[src/rtl/fet_deadtime_sequencer.sv]
// Top/bottom FET command sequencer for the step-down stage: non-overlapping gate
// commands with programmable dead time, driver-enable settle and gate fault monitoring.
module fet_deadtime_sequencer #(
    parameter int DT_W      = 6,
    parameter int TO_CYC    = 200,
    parameter int EN_SETTLE = 16
) (
    input  logic            clk,
    input  logic            rst_n,
    input  logic            enable,
    input  logic            pwm_in,
    input  logic [DT_W-1:0] dt_cfg,
    input  logic            gate_status_top,
    input  logic            gate_status_bot,
    input  logic            fault_clr,
    output logic            enable_fetdriver,
    output logic            fetin_top,
    output logic            fetin_bot,
    output logic            fault,
    output logic [1:0]      fault_code,
    output logic [2:0]      state_o
);

    localparam int SW = $clog2(EN_SETTLE + 1);
    localparam int TW = $clog2(TO_CYC + 1);

    localparam logic [SW-1:0]   SETTLE_LOAD = SW'(EN_SETTLE);
    localparam logic [TW-1:0]   TO_LIMIT    = TW'(TO_CYC);
    localparam logic [TW-1:0]   TO_LAST     = TW'(TO_CYC - 1);
    localparam logic [DT_W-1:0] DT_ONE      = DT_W'(1);

    localparam logic [1:0] CODE_NONE  = 2'b00;
    localparam logic [1:0] CODE_TOP   = 2'b01;
    localparam logic [1:0] CODE_BOT   = 2'b10;
    localparam logic [1:0] CODE_SHOOT = 2'b11;

    typedef enum logic [2:0] {
        OFF    = 3'd0,
        SETTLE = 3'd1,
        BOT    = 3'd2,
        DT_TOP = 3'd3,
        TOP    = 3'd4,
        DT_BOT = 3'd5,
        FAULT  = 3'd6
    } state_t;

    state_t          state, state_next;
    logic [SW-1:0]   settle_cnt, settle_next;
    logic [DT_W-1:0] dt_cnt, dt_next;
    logic [TW-1:0]   to_cnt, to_next;
    logic [1:0]      code_next;
    logic [DT_W-1:0] dt_load;
    logic            dt_expired;

    // A programmed dead time of zero still gets one full cycle of both gates off.
    assign dt_load    = (dt_cfg == '0) ? DT_ONE : dt_cfg;
    assign dt_expired = (dt_cnt <= DT_ONE);
    assign state_o    = state;

    always_comb begin
        state_next  = state;
        settle_next = settle_cnt;
        dt_next     = dt_cnt;
        to_next     = to_cnt;
        code_next   = fault_code;

        case (state)
            OFF: begin
                code_next = CODE_NONE;
                if (enable) begin
                    state_next  = SETTLE;
                    settle_next = SETTLE_LOAD;
                end
            end

            // Bottom always conducts first so the bootstrap is charged before top.
            SETTLE: begin
                if (!enable) begin
                    state_next = OFF;
                end else if (settle_cnt <= SW'(1)) begin
                    state_next  = BOT;
                    settle_next = '0;
                end else begin
                    settle_next = settle_cnt - SW'(1);
                end
            end

            BOT: begin
                if (!enable) begin
                    state_next = OFF;
                end else if (gate_status_top) begin
                    state_next = FAULT;
                    code_next  = CODE_SHOOT;
                end else if (pwm_in) begin
                    state_next = DT_TOP;
                    dt_next    = dt_load;
                    to_next    = '0;
                end
            end

            DT_TOP: begin
                if (!enable) begin
                    state_next = OFF;
                end else if (gate_status_bot && (to_cnt >= TO_LAST)) begin
                    state_next = FAULT;
                    code_next  = CODE_BOT;
                    to_next    = TO_LIMIT;
                end else begin
                    if (gate_status_bot) begin
                        to_next = to_cnt + TW'(1);
                    end
                    if (dt_cnt != '0) begin
                        dt_next = dt_cnt - DT_ONE;
                    end
                    if (!pwm_in) begin
                        state_next = BOT;
                    end else if (dt_expired && !gate_status_bot) begin
                        state_next = TOP;
                    end
                end
            end

            TOP: begin
                if (!enable) begin
                    state_next = OFF;
                end else if (gate_status_bot) begin
                    state_next = FAULT;
                    code_next  = CODE_SHOOT;
                end else if (!pwm_in) begin
                    state_next = DT_BOT;
                    dt_next    = dt_load;
                    to_next    = '0;
                end
            end

            DT_BOT: begin
                if (!enable) begin
                    state_next = OFF;
                end else if (gate_status_top && (to_cnt >= TO_LAST)) begin
                    state_next = FAULT;
                    code_next  = CODE_TOP;
                    to_next    = TO_LIMIT;
                end else begin
                    if (gate_status_top) begin
                        to_next = to_cnt + TW'(1);
                    end
                    if (dt_cnt != '0) begin
                        dt_next = dt_cnt - DT_ONE;
                    end
                    if (pwm_in) begin
                        state_next = TOP;
                    end else if (dt_expired && !gate_status_top) begin
                        state_next = BOT;
                    end
                end
            end

            // Only an explicit clear while disabled releases a latched fault.
            FAULT: begin
                if (fault_clr && !enable) begin
                    state_next = OFF;
                    code_next  = CODE_NONE;
                end
            end

            default: begin
                state_next = OFF;
                code_next  = CODE_NONE;
            end
        endcase
    end

    // Outputs are decoded from the next state so they change on the same edge as the state.
    always_ff @(posedge clk) begin
        if (!rst_n) begin
            state            <= OFF;
            settle_cnt       <= '0;
            dt_cnt           <= '0;
            to_cnt           <= '0;
            enable_fetdriver <= 1'b0;
            fetin_top        <= 1'b0;
            fetin_bot        <= 1'b0;
            fault            <= 1'b0;
            fault_code       <= CODE_NONE;
        end else begin
            state            <= state_next;
            settle_cnt       <= settle_next;
            dt_cnt           <= dt_next;
            to_cnt           <= to_next;
            enable_fetdriver <= (state_next == SETTLE) || (state_next == BOT) ||
                                (state_next == DT_TOP) || (state_next == TOP) ||
                                (state_next == DT_BOT);
            fetin_top        <= (state_next == TOP);
            fetin_bot        <= (state_next == BOT);
            fault            <= (state_next == FAULT);
            fault_code       <= code_next;
        end
    end

endmodule

[config.mk]
export PLATFORM = sky130hd
export DESIGN_NAME = fet_deadtime_sequencer
export DESIGN_NICKNAME = d
export VERILOG_FILES = /design/src/rtl/fet_deadtime_sequencer.sv
export SDC_FILE = /design/constraint.sdc
export NUM_CORES = 1
export LEC_CHECK = 0
export ABC_AREA = 0
export ABC_CLOCK_PERIOD_IN_PS = 2000
export BUFFER_PORTS_ARGS = -buffer_cell sky130_fd_sc_hd__buf_4
export CAP_MARGIN = 20
export CORE_MARGIN = 2
export CORE_UTILIZATION = 52
export DETAILED_ROUTE_END_ITERATION = 10
export GPL_ROUTABILITY_DRIVEN = 0
export HOLD_SLACK_MARGIN = 0.03
export PLACE_DENSITY = 0.75
export RECOVER_POWER = 100
export SETUP_SLACK_MARGIN = 0.5
export SYNTH_ARGS = -nofsm -noshare
export SYNTH_HDL_FRONTEND = slang
export SYNTH_SLANG_ARGS = --single-unit
[constraint.sdc]
create_clock -name clk -period 2 [get_ports clk]
set_input_delay 0.2 -clock clk [delete_from_list [all_inputs] [get_ports clk]]
set_output_delay 0.2 -clock clk [all_outputs]
set_load 0.02 [all_outputs]
# Word-level counts from Yosys, hierarchy flattened
# Index checks and enable logic that the tools add are counted.
[totals]
out_inout_bits = 9
mem_count = 0
rom_bits = 0
latchBits = 0
ram_bits = 0
elab_cells = 127
reg_bits = 28
[classes]
muxes = 59
bitwise_logic = 1
order_cmp = 3
add_sub_neg = 3
mul = 0
n_reduce_logical = 21
div_mod_pow = 0
n_eq_ne = 31
shift = 0
[ops]
columns = ["cell", "count"]
rows = [
  ["8-bit two-way mux", 12],
  ["6-bit two-way mux", 12],
  ["3-bit two-way mux", 18],
  ["2-bit inequality test, second input constant", 17],
  ["8-bit one-hot mux with 4 select lines", 1],
  ["6-bit one-hot mux with 4 select lines", 1],
  ["11-bit AND reduction", 2],
  ["3-bit one-hot mux with 7 select lines", 1],
  ["3-bit == test, second input constant", 6],
  ["2-bit two-way mux", 9],
  ["5-bit two-way mux", 3],
  ["3-bit by 2-bit == test with 1-bit output, second input constant", 4],
  ["2-bit one-hot mux with 6 select lines", 1],
  ["5-bit one-hot mux with 2 select lines", 1],
  ["10-bit AND reduction", 1],
  ["8-bit by 1-bit adder with 8-bit output, second input constant", 1],
  ["8-bit >= comparator, second input constant", 1],
  ["3-bit by 1-bit == test with 1-bit output, second input constant", 2],
  ["6-bit by 1-bit less-or-equal comparator with 1-bit output, second input constant", 1],
  ["6-bit logical NOT", 1],
  ["3-bit inequality test, second input constant", 2],
  ["6-bit nonzero test", 1],
  ["6-bit by 1-bit subtractor with 6-bit output, second input constant", 1],
  ["5-bit by 1-bit less-or-equal comparator with 1-bit output, second input constant", 1],
  ["other kinds (9)", 18],
]

# Logic depth before layout (Yosys ltp)
# Gate-level depths: netlist of run 1.
[depth]
depth_word = 12
mapped_depth = 8

# Worst setup path before layout of run 1
# OpenSTA, ideal clock, no wires.
[synth_path]
kind = "reg2reg"
from = "register to_cnt[0]"
to = "register dt_cnt[2]"
stages_incl_launch_ff = 8
t_arrival_ns = 2.055
t_required_ns = 1.885
path_slack_ns = -0.170
path_cell_list = "dfxtp_1 > ha_1 > a2111oi_2 > nor4_4 > a211o_1 > clkbuf_1 > o21a_1 > o21a_1"
[synth_between]
elab_chain_len = 4
[synth_lines]
columns = ["item", "line_no", "rtl"]
rows = [
  ["start, declared", "50", "logic [TW-1:0] to_cnt, to_next;"],
  ["start signal, assigned", "189", "to_cnt <= to_next;"],
  ["8-bit >= comparator *", "104, 139", ""],
  ["1-bit logical AND (on tied branches)", "139, 104", ""],
  ["2-bit inequality test (no source line)", "--", ""],
  ["11-bit AND reduction (no source line) *", "--", ""],
  ["end signal, assigned", "188", "dt_cnt <= dt_next;"],
  ["end, declared", "49", "logic [DT_W-1:0] dt_cnt, dt_next;"],
]
# Mark *: on every way between the ends. The rest lies on a longest branch, timed or not.
# A chain may end at the register's enable or synchronous reset.

# Final worst setup path of run 1
[layout_path]
from = "register dt_cnt[5]"
to = "register fetin_bot"
[layout_between]
elab_chain_len = 8
[layout_lines]
columns = ["item", "line_no", "rtl"]
rows = [
  ["6-bit by 1-bit less-or-equal comparator with 1-bit output *", "57", "assign dt_expired = (dt_cnt <= DT_ONE);"],
  ["1-bit logical AND (on tied branches)", "152, 117", ""],
  ["3-bit two-way mux (on tied branches)", "152, 117", ""],
  ["3-bit two-way mux (on tied branches)", "150, 115", ""],
  ["3-bit two-way mux (on tied branches)", "139, 104", ""],
  ["3-bit two-way mux (on tied branches)", "137, 102", ""],
  ["3-bit one-hot mux with 7 select lines *", "67", "case (state)"],
  ["3-bit by 2-bit == test with 1-bit output *", "194", "fetin_bot <= (state_next == BOT);"],
  ["end signal, assigned", "194", ""],
  ["end, declared", "18", "output logic fetin_bot,"],
]
# Marks and branches as above.

==> results.json, run 1 <==
{
  "outcome": "finished, violations left",
  "violations": "setup timing",
  "grt_start_max_net_pins": 19,
  "netlist_instances": 234,
  "period_share_pct": 109,
  "setup_viol": 7,
  "power_uw": 1150,
  "drt_pass1_iterations": 4,
  "hold_viol": 0,
  "grt_pass1_wl_mm": 8.16,
  "cp_max_fo": 3,
  "peakVddDrop_mv": 0.336,
  "tightest_slew_ns": 0.471,
  "power_frac_seq_pct": 50.5,
  "yosysMostFrequentCell": "nor2_1",
  "cp-start-kind": "flop",
  "yosysSeqAreaShare_pct": 30.4,
  "cts_buffers": 3,
  "pwr-share-clk_pct": 25.5,
  "worstPathArrival_ns": 2.47,
  "detail_route.vias_per_cell": 5.89,
  "die_h_um": 63.6,
  "wl_mm": 5.39,
  "routed-via-count": 1986,
  "multi_input_area_mm2": 0.00148,
  "synth_top_area_cell": "dfxtp_1",
  "final_net_count": 311,
  "start_util_pct": 54.9,
  "die_w_um": 63.6,
  "route.detailed.drc": 0,
  "yosys-top-cells-count": "nor2_1, dfxtp_1, a21oi_1, o21ai_0, nand2_1",
  "clock-skew-final_ns": 0.00204,
  "drive_gt1_share_pct": 40.2,
  "synth_area_mm2": 0.00185,
  "p_leak_uw": 0.00106,
  "area_growth_pct": 43.3,
  "post-place-ws_ns": -0.118,
  "hold_class": "in2reg",
  "drtAntennaViolNets": 0,
  "yosysTopAreaCellShare_pct": 30.4,
  "register_area_um2": 578,
  "htree_levels": 1,
  "syn_area_per_cell_um2": 7.89,
  "ys.flop_type": "dfxtp_1",
  "r2r_start": "dt_cnt[5]",
  "grt_usage_pct": 24.8,
  "clk_pin_slew_worst_paths_ns": 0.16,
  "slew_headroom_pct": 68.6,
  "dp_hpwl_mm": 3.33,
  "r2r_cells": 6,
  "critical_path.startpoint": "dt_cnt[5]",
  "ys_seq_elements": 28,
  "numPortBuffers": 21,
  "ys_warn_count": 0,
  "worstSetupPathType": "reg2reg",
  "synthArstFlopShare_pct": 0,
  "cts_hold_buf": 0,
  "period_needed_ns": 2.17,
  "cts_root_buf": "clkbuf_4",
  "final_cells": 337,
  "finalWorstSetupSlack_ns": -0.174,
  "p_switching_uw": 346,
  "antenna_found_initial": 0,
  "routedWlPerCell_um": 16.0,
  "maxCapViolCount": 0,
  "worstSkewPairLatency_ns": 0.34,
  "sw_frac_of_total_pct": 30.0,
  "tritoncts": "built",
  "netlist-cell-type-count": 55,
  "cts_buffer_depth": 2,
  "ioPinCount": 22,
  "syn_nets": 253,
  "powerDensity_mw_per_mm2": 436,
  "die_area_mm2": 0.00404,
  "synth_edf_count": 0,
  "holdWs_ns": 0.143,
  "yosys-top-cells-area": "dfxtp_1, nor2_1, a21oi_1, o21ai_0, ha_1",
  "crit_path_end_kind": "flop",
  "placed_cells": 314,
  "grt_pass1_vias": 1777,
  "diodes": 0,
  "fp-row-count": 21,
  "rsz0062_at_grt": "yes",
  "fill_cells": 245,
  "p_int_uw": 808,
  "core_mm2": 0.00336,
  "power_frac_comb_pct": 23.9,
  "holdCritStartpoint": "rst_n",
  "drt-initial-drc-count": 159,
  "hold_path_depth": 2,
  "final-max-slew-violation-count": 0,
  "required_ns": 2.30,
  "grt-ovfl-total": 0,
  "fmax_mhz": 460,
  "clock-sinks": 28,
  "setup_tns_ns": -0.752
}
-- per-layer routing --
metal / part of all wire [%] / vias to the layer above / global-route usage (%) / routed length [µm]
met5: 0 / - / 0 / 0
met4: 1.5 / 0 / 4.89 / 80
met3: 4.6 / 12 / 3.21 / 248
met2: 49 / 64 / 42.1 / 2640
met1: 45 / 939 / 33.7 / 2420
li1: - / 971 / - / -
-- layout make-up --
| class | count | share of cell area, % |
|---|---|---|
| multi-input cells | 191 | 56.0 |
| flip-flops and latches | 28 | 21.9 |
| repair buffers | 61 | 17.6 |
| well taps | 46 | 2.18 |
| clock buffers | 4 | 1.37 |
| inverters | 7 | 0.993 |
-- state kept, by name (all words and copies together) (netlist names) --
| register | cells |
|---|---|
| to_cnt | 8 |
| dt_cnt | 6 |
| settle_cnt | 5 |
| state_o | 3 |
| fault_code | 2 |
| enable_fetdriver | 1 |
| fault | 1 |
| fetin_bot | 1 |
| fetin_top | 1 |
-- cell families (layout without fill, tap and decap cells) --
family,after synthesis,count (layout),synth area share [%]
buf+inv,16,72,5.29
simple gates,101,101,29.8
xor+xnor,4,4,1.90
mux,2,2,1.15
fa+ha+maj,6,6,4.07
flops,28,28,30.4
compound gates,77,78,27.4
-- critical path: stages, from the launching register on --
cell and delay, ns:
dfxtp_2 0.35, or4_4 0.53, or3_4 0.35, or3_4 0.35, a32oi_4 0.21, and2_4 0.19, and3_1 0.15
-- final timing paths --
path	endpoint	slack, ns
worst max-delay path	fetin_bot	-0.17
worst max register to register	fetin_bot	-0.17
worst min-delay path	dt_cnt[4]	0.14
worst min register to register	fault_code[0]	0.49
-- power by group through the flow --
stage	combinational, µW	sequential, µW	clock, µW
floorplan	136	609	0
global placement	225	596	0
detailed placement	226	596	0
CTS	236	582	299
global route	299	585	324
finish	276	583	295
-- layout by cell type, fill, tap and decap left out, types with 3 or more instances in the layout --
| master | synthesis | routed |
|---|---|---|
| or2_4 | 0 | 3 |
| nand3_1 | 3 | 3 |
| nor2_1 | 32 | 30 |
| ha_1 | 6 | 5 |
| o21ai_0 | 19 | 10 |
| clkbuf_4 | 0 | 3 |
| dfxtp_2 | 0 | 8 |
| nand2_1 | 16 | 16 |
| o22ai_1 | 5 | 3 |
| o21a_1 | 8 | 8 |
| dfxtp_1 | 28 | 18 |
| a21oi_1 | 19 | 18 |
| o21ai_1 | 2 | 4 |
| nand2b_4 | 0 | 3 |
| nand4_1 | 3 | 3 |
| nor3_1 | 7 | 6 |
| o21ai_2 | 0 | 4 |
| o21ai_4 | 0 | 3 |
| clkbuf_1 | 5 | 6 |
| nand3b_1 | 4 | 4 |
| and3_1 | 7 | 7 |
| inv_1 | 7 | 6 |
| and2_1 | 3 | 3 |
| xor2_1 | 3 | 3 |
| buf_6 | 1 | 5 |
| buf_4 | 0 | 49 |
-- stage by stage --
stage | util, % | cell area (µm²)
floorplan | - | 1990
global placement | 68.0 | 2290
detailed placement | 68.0 | 2290
CTS | 71.5 | 2400
global route | 78.6 | 2650
finish | 78.6 | 2650
-- what timing repair did --
| action | 4_1_cts | 5_1_grt |
|---|---|---|
| pin swaps | 18 | 18 |
| setup endpoints to repair | 27 | 28 |
| setup buffers | 6 | 12 |
| gates resized for setup | 12 | 33 |
| gates cloned | 1 | 0 |
(Power assumes the default switching activity.)
==> run 2: changes to the inputs <==
--- a/config.mk
+++ b/config.mk
@@ -9,6 +9,7 @@
 export ABC_CLOCK_PERIOD_IN_PS = 2000
 export BUFFER_PORTS_ARGS = -buffer_cell sky130_fd_sc_hd__buf_4
 export CAP_MARGIN = 20
+export CORE_ASPECT_RATIO = 1.5
 export CORE_MARGIN = 2
 export CORE_UTILIZATION = 52
 export DETAILED_ROUTE_END_ITERATION = 10
==> run 2 against run 1 <==
Effect of this change:
- the flow still finishes with violations (setup timing)
- first-iteration DRC count fell by 66%
- critical endpoint is now enable_fetdriver
- register-to-register slack improved by 0.02 ns
- final area fell by 3.5%
- final cell count fell by 2.7%
- sequential cell count did not move
- critical path type unchanged
- power rose by 13%
==> results.json, run 2 (same netlist as run 1, synthesis figures left out) <==
{
  "outcome": "finished, violations left",
  "violations": "setup timing",
  "slew_headroom_pct": 60.0,
  "crit_path_end_kind": "flop",
  "die_w_um": 52.6,
  "finalWorstSetupSlack_ns": -0.150,
  "cts_root_buf": "clkbuf_8",
  "tritoncts": "built",
  "slowest_stage": "or4_4",
  "cts_hold_buf": 0,
  "tightest_slew_ns": 0.600,
  "dp_hpwl_mm": 3.56,
  "hold_viol": 0,
  "final_net_count": 306,
  "p_switching_uw": 349,
  "cts_buffer_depth": 2,
  "fin_util_pct": 74.7,
  "holdCritStartpoint": "rst_n",
  "largest_register": "to_cnt",
  "critical_path.startpoint": "dt_cnt[5]",
  "power_uw": 1300,
  "diodes": 0,
  "placed_cells": 313,
  "cp-start-kind": "flop",
  "drt-initial-drc-count": 54,
  "maxCapViolCount": 0,
  "pwr-share-clk_pct": 35.5,
  "worstSkewPairLatency_ns": 0.28,
  "clk_pin_slew_worst_paths_ns": 0.11,
  "grt_pass1_wl_mm": 8.41,
  "required_ns": 2.21,
  "routed-via-count": 1931,
  "grt-ovfl-total": 0,
  "ioPinCount": 22,
  "r2r_start": "dt_cnt[5]",
  "wl_met1_mm": 2.15,
  "final_cell_mix": "buf_4, nor2_1, dfxtp_1, nand2_1, a21oi_1",
  "grt_usage_pct": 27.0,
  "drive_gt1_share_pct": 37.4,
  "sw_frac_of_total_pct": 26.8,
  "top_regs": "to_cnt (8), dt_cnt (6), settle_cnt (5)",
  "cts_buffers": 3,
  "final-max-slew-violation-count": 0,
  "wl_mm": 5.20,
  "rsz0062_at_grt": "yes",
  "powerDensity_mw_per_mm2": 510,
  "top_layer": "met4",
  "p_leak_uw": 0.00102,
  "period_needed_ns": 2.15,
  "layout_commonest_cell": "buf_4",
  "routedWlPerCell_um": 15.8,
  "grt_pass1_vias": 1898,
  "clock-sinks": 28,
  "core_mm2": 0.00342,
  "max_stage_delay_ns": 0.53,
  "cp_max_fo": 3,
  "antenna_found_initial": 0,
  "peakVddDrop_mv": 0.507,
  "power_frac_comb_pct": 19.5,
  "fp-row-count": 26,
  "period_share_pct": 107,
  "largest_register_ffs": 8,
  "fill_cells": 269,
  "power_frac_seq_pct": 45.0,
  "clock-skew-final_ns": 0.00741,
  "worstSetupPathType": "reg2reg",
  "route.detailed.drc": 0,
  "numPortBuffers": 21,
  "die_area_mm2": 0.00405,
  "setup_viol": 7,
  "final_cells": 328,
  "area_growth_pct": 38.2,
  "start_util_pct": 54.0,
  "hold_class": "in2reg",
  "wl_met2_mm": 2.81,
  "crit_chain": "or4_4 > or3_4 > or3_1 > a32oi_2 > a22oi_1 > a211oi_2",
  "detail_route.vias_per_cell": 5.89,
  "routed-wl-met3_um": 139,
  "htree_levels": 1,
  "fmax_mhz": 465,
  "grt_start_max_net_pins": 17,
  "worstPathArrival_ns": 2.36,
  "drt_pass1_iterations": 4,
  "die_h_um": 77.0,
  "drtAntennaViolNets": 0,
  "p_int_uw": 953,
  "setup_tns_ns": -0.606
}
[run 2: cell types whose count changed in the layout (fill, tap and decap cells not counted), moves of 2 or more]
cell,previous run,this run
clkbuf_4,3,0
a21oi_1,18,16
a21oi_2,1,3
buf_4,49,47
buf_6,5,3
clkbuf_8,1,3
nand2b_1,0,2
nand2b_4,3,1
o21ai_0,10,12
o21ai_2,4,2
[run 2: metrics by stage]
stage | setup slack (ns) | hold WS (ns) | area [µm²]
4_1_cts | -0.178 | 0.221 | 2510
5_1_grt | -0.225 | 0.235 | 2550
2_1_floorplan | -0.0891 | 0.317 | 1990
6_report | -0.150 | 0.225 | 2550
3_3_place_gp | -0.0859 | 0.467 | 2300
3_5_place_dp | -0.150 | 0.474 | 2300
[run 2: power by group through the flow]
stage / sequential, µW / clock [µW] / combinational [µW]
3_3_place_gp: 599 / 0 / 225
2_1_floorplan: 609 / 0 / 136
5_1_grt: 589 / 482 / 276
4_1_cts: 586 / 465 / 242
6_report: 586 / 462 / 254
3_5_place_dp: 599 / 0 / 228
[run 2: final timing paths]
path / to / slack [ns] / depth (start not counted)
worst min register to register: fault_code[0] / 0.48 / 2
worst max register to register: enable_fetdriver / -0.15 / 6
worst max-delay path: enable_fetdriver / -0.15 / 6
worst min-delay path: dt_cnt[4] / 0.23 / 2
[run 2: layout make-up]
cell class | count | area, µm² | area share, %
multi-input cells | 190 | 1410 | 55.3
flip-flops and latches | 28 | 577 | 22.6
repair buffers | 57 | 413 | 16.2
well taps | 42 | 52.6 | 2.06
clock buffers | 3 | 41.3 | 1.62
clock inverters | 1 | 30.0 | 1.18
inverters | 7 | 26.3 | 1.03
[run 2: repair_timing]
action / in CTS / in global routing
setup buffers: 8 / 3
gates resized for setup: 20 / 10
pin swaps: 16 / 10
setup endpoints to repair: 26 / 27
[run 2: routing by layer]
layer | up-vias | track usage (%)
li1 | 953 | -
met1 | 923 | 31.0
met2 | 44 | 48.5
met3 | 11 | 2.53
met4 | 0 | 11.0
met5 | - | 0
[run 2: worst max-delay path, delay by kind of cell (launching register included)]
family,cells,cell delay (ns)
AOI/OAI and AO/OA,3,0.55
and+or+nand+nor,3,1.20
DFF,1,0.32
==> run 3: changes to the inputs <==
--- a/config.mk
+++ b/config.mk
@@ -5,17 +5,17 @@
 export SDC_FILE = /design/constraint.sdc
 export NUM_CORES = 1
 export LEC_CHECK = 0
-export ABC_AREA = 0
+export ABC_AREA = 1
 export ABC_CLOCK_PERIOD_IN_PS = 2000
 export BUFFER_PORTS_ARGS = -buffer_cell sky130_fd_sc_hd__buf_4
 export CAP_MARGIN = 20
 export CORE_ASPECT_RATIO = 1.5
 export CORE_MARGIN = 2
-export CORE_UTILIZATION = 52
+export CORE_UTILIZATION = 53
 export DETAILED_ROUTE_END_ITERATION = 10
 export GPL_ROUTABILITY_DRIVEN = 0
 export HOLD_SLACK_MARGIN = 0.03
-export PLACE_DENSITY = 0.75
+export PLACE_DENSITY = 0.76
 export RECOVER_POWER = 100
 export SETUP_SLACK_MARGIN = 0.5
 export SYNTH_ARGS = -nofsm -noshare
==> run 3 against run 2 <==
Effect of this change:
- the flow now finishes without violations
- core utilization rose by 2.7 points
- final cell count rose by 19%
- setup slack better by 0.41 ns
- non-clock buffer count increased by 3
- first-iteration DRC count up 85%
- area after synthesis up 7.3%
- maximum frequency up 24%
- register-to-register slack better by 0.41 ns
- critical path type unchanged
- critical endpoint is now dt_cnt[3]
==> results.json, run 3 <==
{
  "rrSetupSlack_ns": 0.26,
  "slew_headroom_pct": 69.9,
  "tritoncts": "built",
  "die_area_mm2": 0.00425,
  "routedWlPerCell_um": 16.8,
  "worstSkewPairLatency_ns": 0.30,
  "yosys-top-cells-count": "nand2_1, nor2_1, inv_1, dfxtp_1, o21ai_0",
  "fp-row-count": 27,
  "sw_frac_of_total_pct": 31.6,
  "drive_gt1_share_pct": 42.9,
  "register_area_um2": 577,
  "pwr-share-clk_pct": 31.1,
  "yosys.area_share.xor_xnor_pct": 2.21,
  "worstSetupPathType": "reg2reg",
  "synth_top_family_by_area": "simple AND/OR/NAND/NOR gates",
  "tightest_slew_ns": 0.449,
  "die_h_um": 78.9,
  "routed-via-count": 2275,
  "cts_root_buf": "clkbuf_8",
  "synthArstFlopShare_pct": 0,
  "grt_usage_pct": 31.4,
  "setup_viol": 0,
  "area_growth_pct": 41.3,
  "hold_path_depth": 3,
  "worstPathArrival_ns": 1.96,
  "p_switching_uw": 436,
  "core_mm2": 0.00361,
  "maxCapViolCount": 0,
  "yosys-top-cells-area": "dfxtp_1, nand2_1, nor2_1, inv_1, o21ai_0",
  "power_frac_comb_pct": 25.2,
  "synthAdderAreaFrac_pct": 3.79,
  "route.detailed.drc": 0,
  "holdCritStartpoint": "rst_n",
  "yosys.area_share.simple_pct": 37.1,
  "r2r_start": "state_o[1]",
  "final-max-slew-violation-count": 0,
  "holdWs_ns": 0.226,
  "required_ns": 2.22,
  "start_util_pct": 54.8,
  "peakVddDrop_mv": 0.375,
  "layout_commonest_cell": "buf_4",
  "grt_pass1_vias": 2296,
  "cts_buffers": 3,
  "setup_tns_ns": 0,
  "cp_max_fo": 11,
  "power_frac_seq_pct": 43.7,
  "fmax_mhz": 576,
  "drtAntennaViolNets": 0,
  "grt_pass1_wl_mm": 9.92,
  "period_share_pct": 86.8,
  "largest_register_ffs": 8,
  "ys_warn_count": 0,
  "rsz0062_at_grt": "yes",
  "yosys-mux-area-fraction_pct": 0,
  "clk_pin_slew_worst_paths_ns": 0.11,
  "cts_buffer_depth": 2,
  "grt-ovfl-total": 0,
  "powerDensity_mw_per_mm2": 493,
  "dp_hpwl_mm": 3.79,
  "drt_pass1_iterations": 4,
  "synth_top_area_cell": "dfxtp_1",
  "numPortBuffers": 21,
  "detail_route.vias_per_cell": 5.83,
  "die_w_um": 53.9,
  "ys.flop_type": "dfxtp_1",
  "r2r_cells": 11,
  "diodes": 0,
  "period_needed_ns": 1.74,
  "clock-skew-final_ns": 0.00864,
  "final_cell_mix": "buf_4, nand2_1, inv_1, nor2_1, dfxtp_1",
  "top_regs": "to_cnt (8), dt_cnt (6), settle_cnt (5)",
  "crit_path_end_kind": "flop",
  "ioPinCount": 22,
  "largest_register": "to_cnt",
  "p_int_uw": 943,
  "drt-initial-drc-count": 100,
  "yosysMostFrequentCell": "nand2_1",
  "hold_viol": 0,
  "synth-compound-area-share_pct": 17.4,
  "yosysSeqAreaShare_pct": 28.3,
  "syn_area_per_cell_um2": 6.90,
  "htree_levels": 1,
  "final_net_count": 367,
  "cts_hold_buf": 0,
  "fill_cells": 268,
  "wl_mm": 6.56,
  "synth_edf_count": 0,
  "netlist_instances": 287,
  "hold_end": "dt_cnt[1]",
  "grt_start_max_net_pins": 17,
  "fin_util_pct": 77.4,
  "outcome": "completed",
  "syn_nets": 306,
  "multi_input_area_mm2": 0.00146,
  "placed_area_mm2": 0.00220,
  "ys_seq_elements": 28,
  "netlist-cell-type-count": 44,
  "synth_area_mm2": 0.00198,
  "r2r-end": "dt_cnt[3]",
  "antenna_found_initial": 0,
  "yosysTopAreaCellShare_pct": 28.3,
  "hold_class": "in2reg",
  "p_leak_uw": 0.00121,
  "clock-sinks": 28,
  "cp-start-kind": "flop",
  "stdcell_area_mm2": 0.00280
}
## run 3: changes by cell type after synthesis, sizes merged, moves of 5 or more
| cell | delta |
|---|---|
| a211oi | -5 |
| nand3 | +16 |
| nor2 | +11 |
| and2 | -5 |
| inv | +35 |
| and3 | -7 |
| nand2 | +43 |
| nand4 | +5 |
| clkbuf | -7 |
| o21a | -7 |
## run 3: per-layer routing
metal	routed length, µm	global-route usage [%]	share of wire, %
met5	0	0	0
met1	2230	29.9	34
met2	3500	55.5	53
met4	505	24.9	7.7
met3	326	5.26	5.0
## run 3: logic make-up (layout without fill, tap and decap cells)
logic type | Yosys count | count (layout)
buf+inv | 49 | 108
simple gates | 141 | 142
xor+xnor | 5 | 5
flops | 28 | 28
fa+ha+maj | 6 | 6
compound gates | 58 | 58
## run 3: power by group through the flow
stage	Clock, µW	Combinational [µW]	Sequential [µW]
final	430	347	603
after global routing	444	376	606
after floorplan	0	169	615
after global placement	0	245	613
after CTS	422	313	601
after detailed placement	0	247	615
## run 3: how the worst max path moves through the flow
stage          startpoint               end  slack, ns  depth (start not counted)
2_1_floorplan  state_o[2]         dt_cnt[0]       0.46                         11
3_3_place_gp    dt_cnt[0]         fetin_top       0.25                         12
3_5_place_dp    dt_cnt[0]  enable_fetdriver       0.23                         13
4_1_cts        state_o[1]         to_cnt[6]       0.38                         11
5_1_grt         dt_cnt[0]  enable_fetdriver       0.11                         14
6_report       state_o[1]         dt_cnt[3]       0.26                         11
## run 3: cell type report
type                    instances  area share, %
multi-input cells             211           52.0
flip-flops and latches         28           20.6
repair buffers                 60           15.8
inverters                      44           7.25
clock buffers                   4           2.37
well taps                      43           1.92
## run 3: per-stage QoR
step / instances / total power [µW] / setup slack [ns]
after floorplan: 287 / 784 / 0.461
after global placement: 347 / 859 / 0.249
after detailed placement: 347 / 862 / 0.225
after CTS: 379 / 1340 / 0.382
after global routing: 390 / 1430 / 0.105
final: 390 / 1380 / 0.264
## run 3: critical path, cell delays in order, from the launching register on
cell,delay (ns)
dfxtp_1,0.47
buf_4,0.17
nand3_4,0.11
nand2_8,0.10
inv_6,0.06
nand2_4,0.07
nand2_4,0.06
nor3_4,0.22
nand2_4,0.13
clkinv_4,0.08
nand2_2,0.04
a21oi_2,0.14
## run 3: what timing repair did
action,4_1_cts,5_1_grt
hold endpoints to repair,0,0
buffers inserted,27,11
gates resized for setup,58,32
pin swaps,29,27
cloned,1,0
setup endpoints to repair,23,27
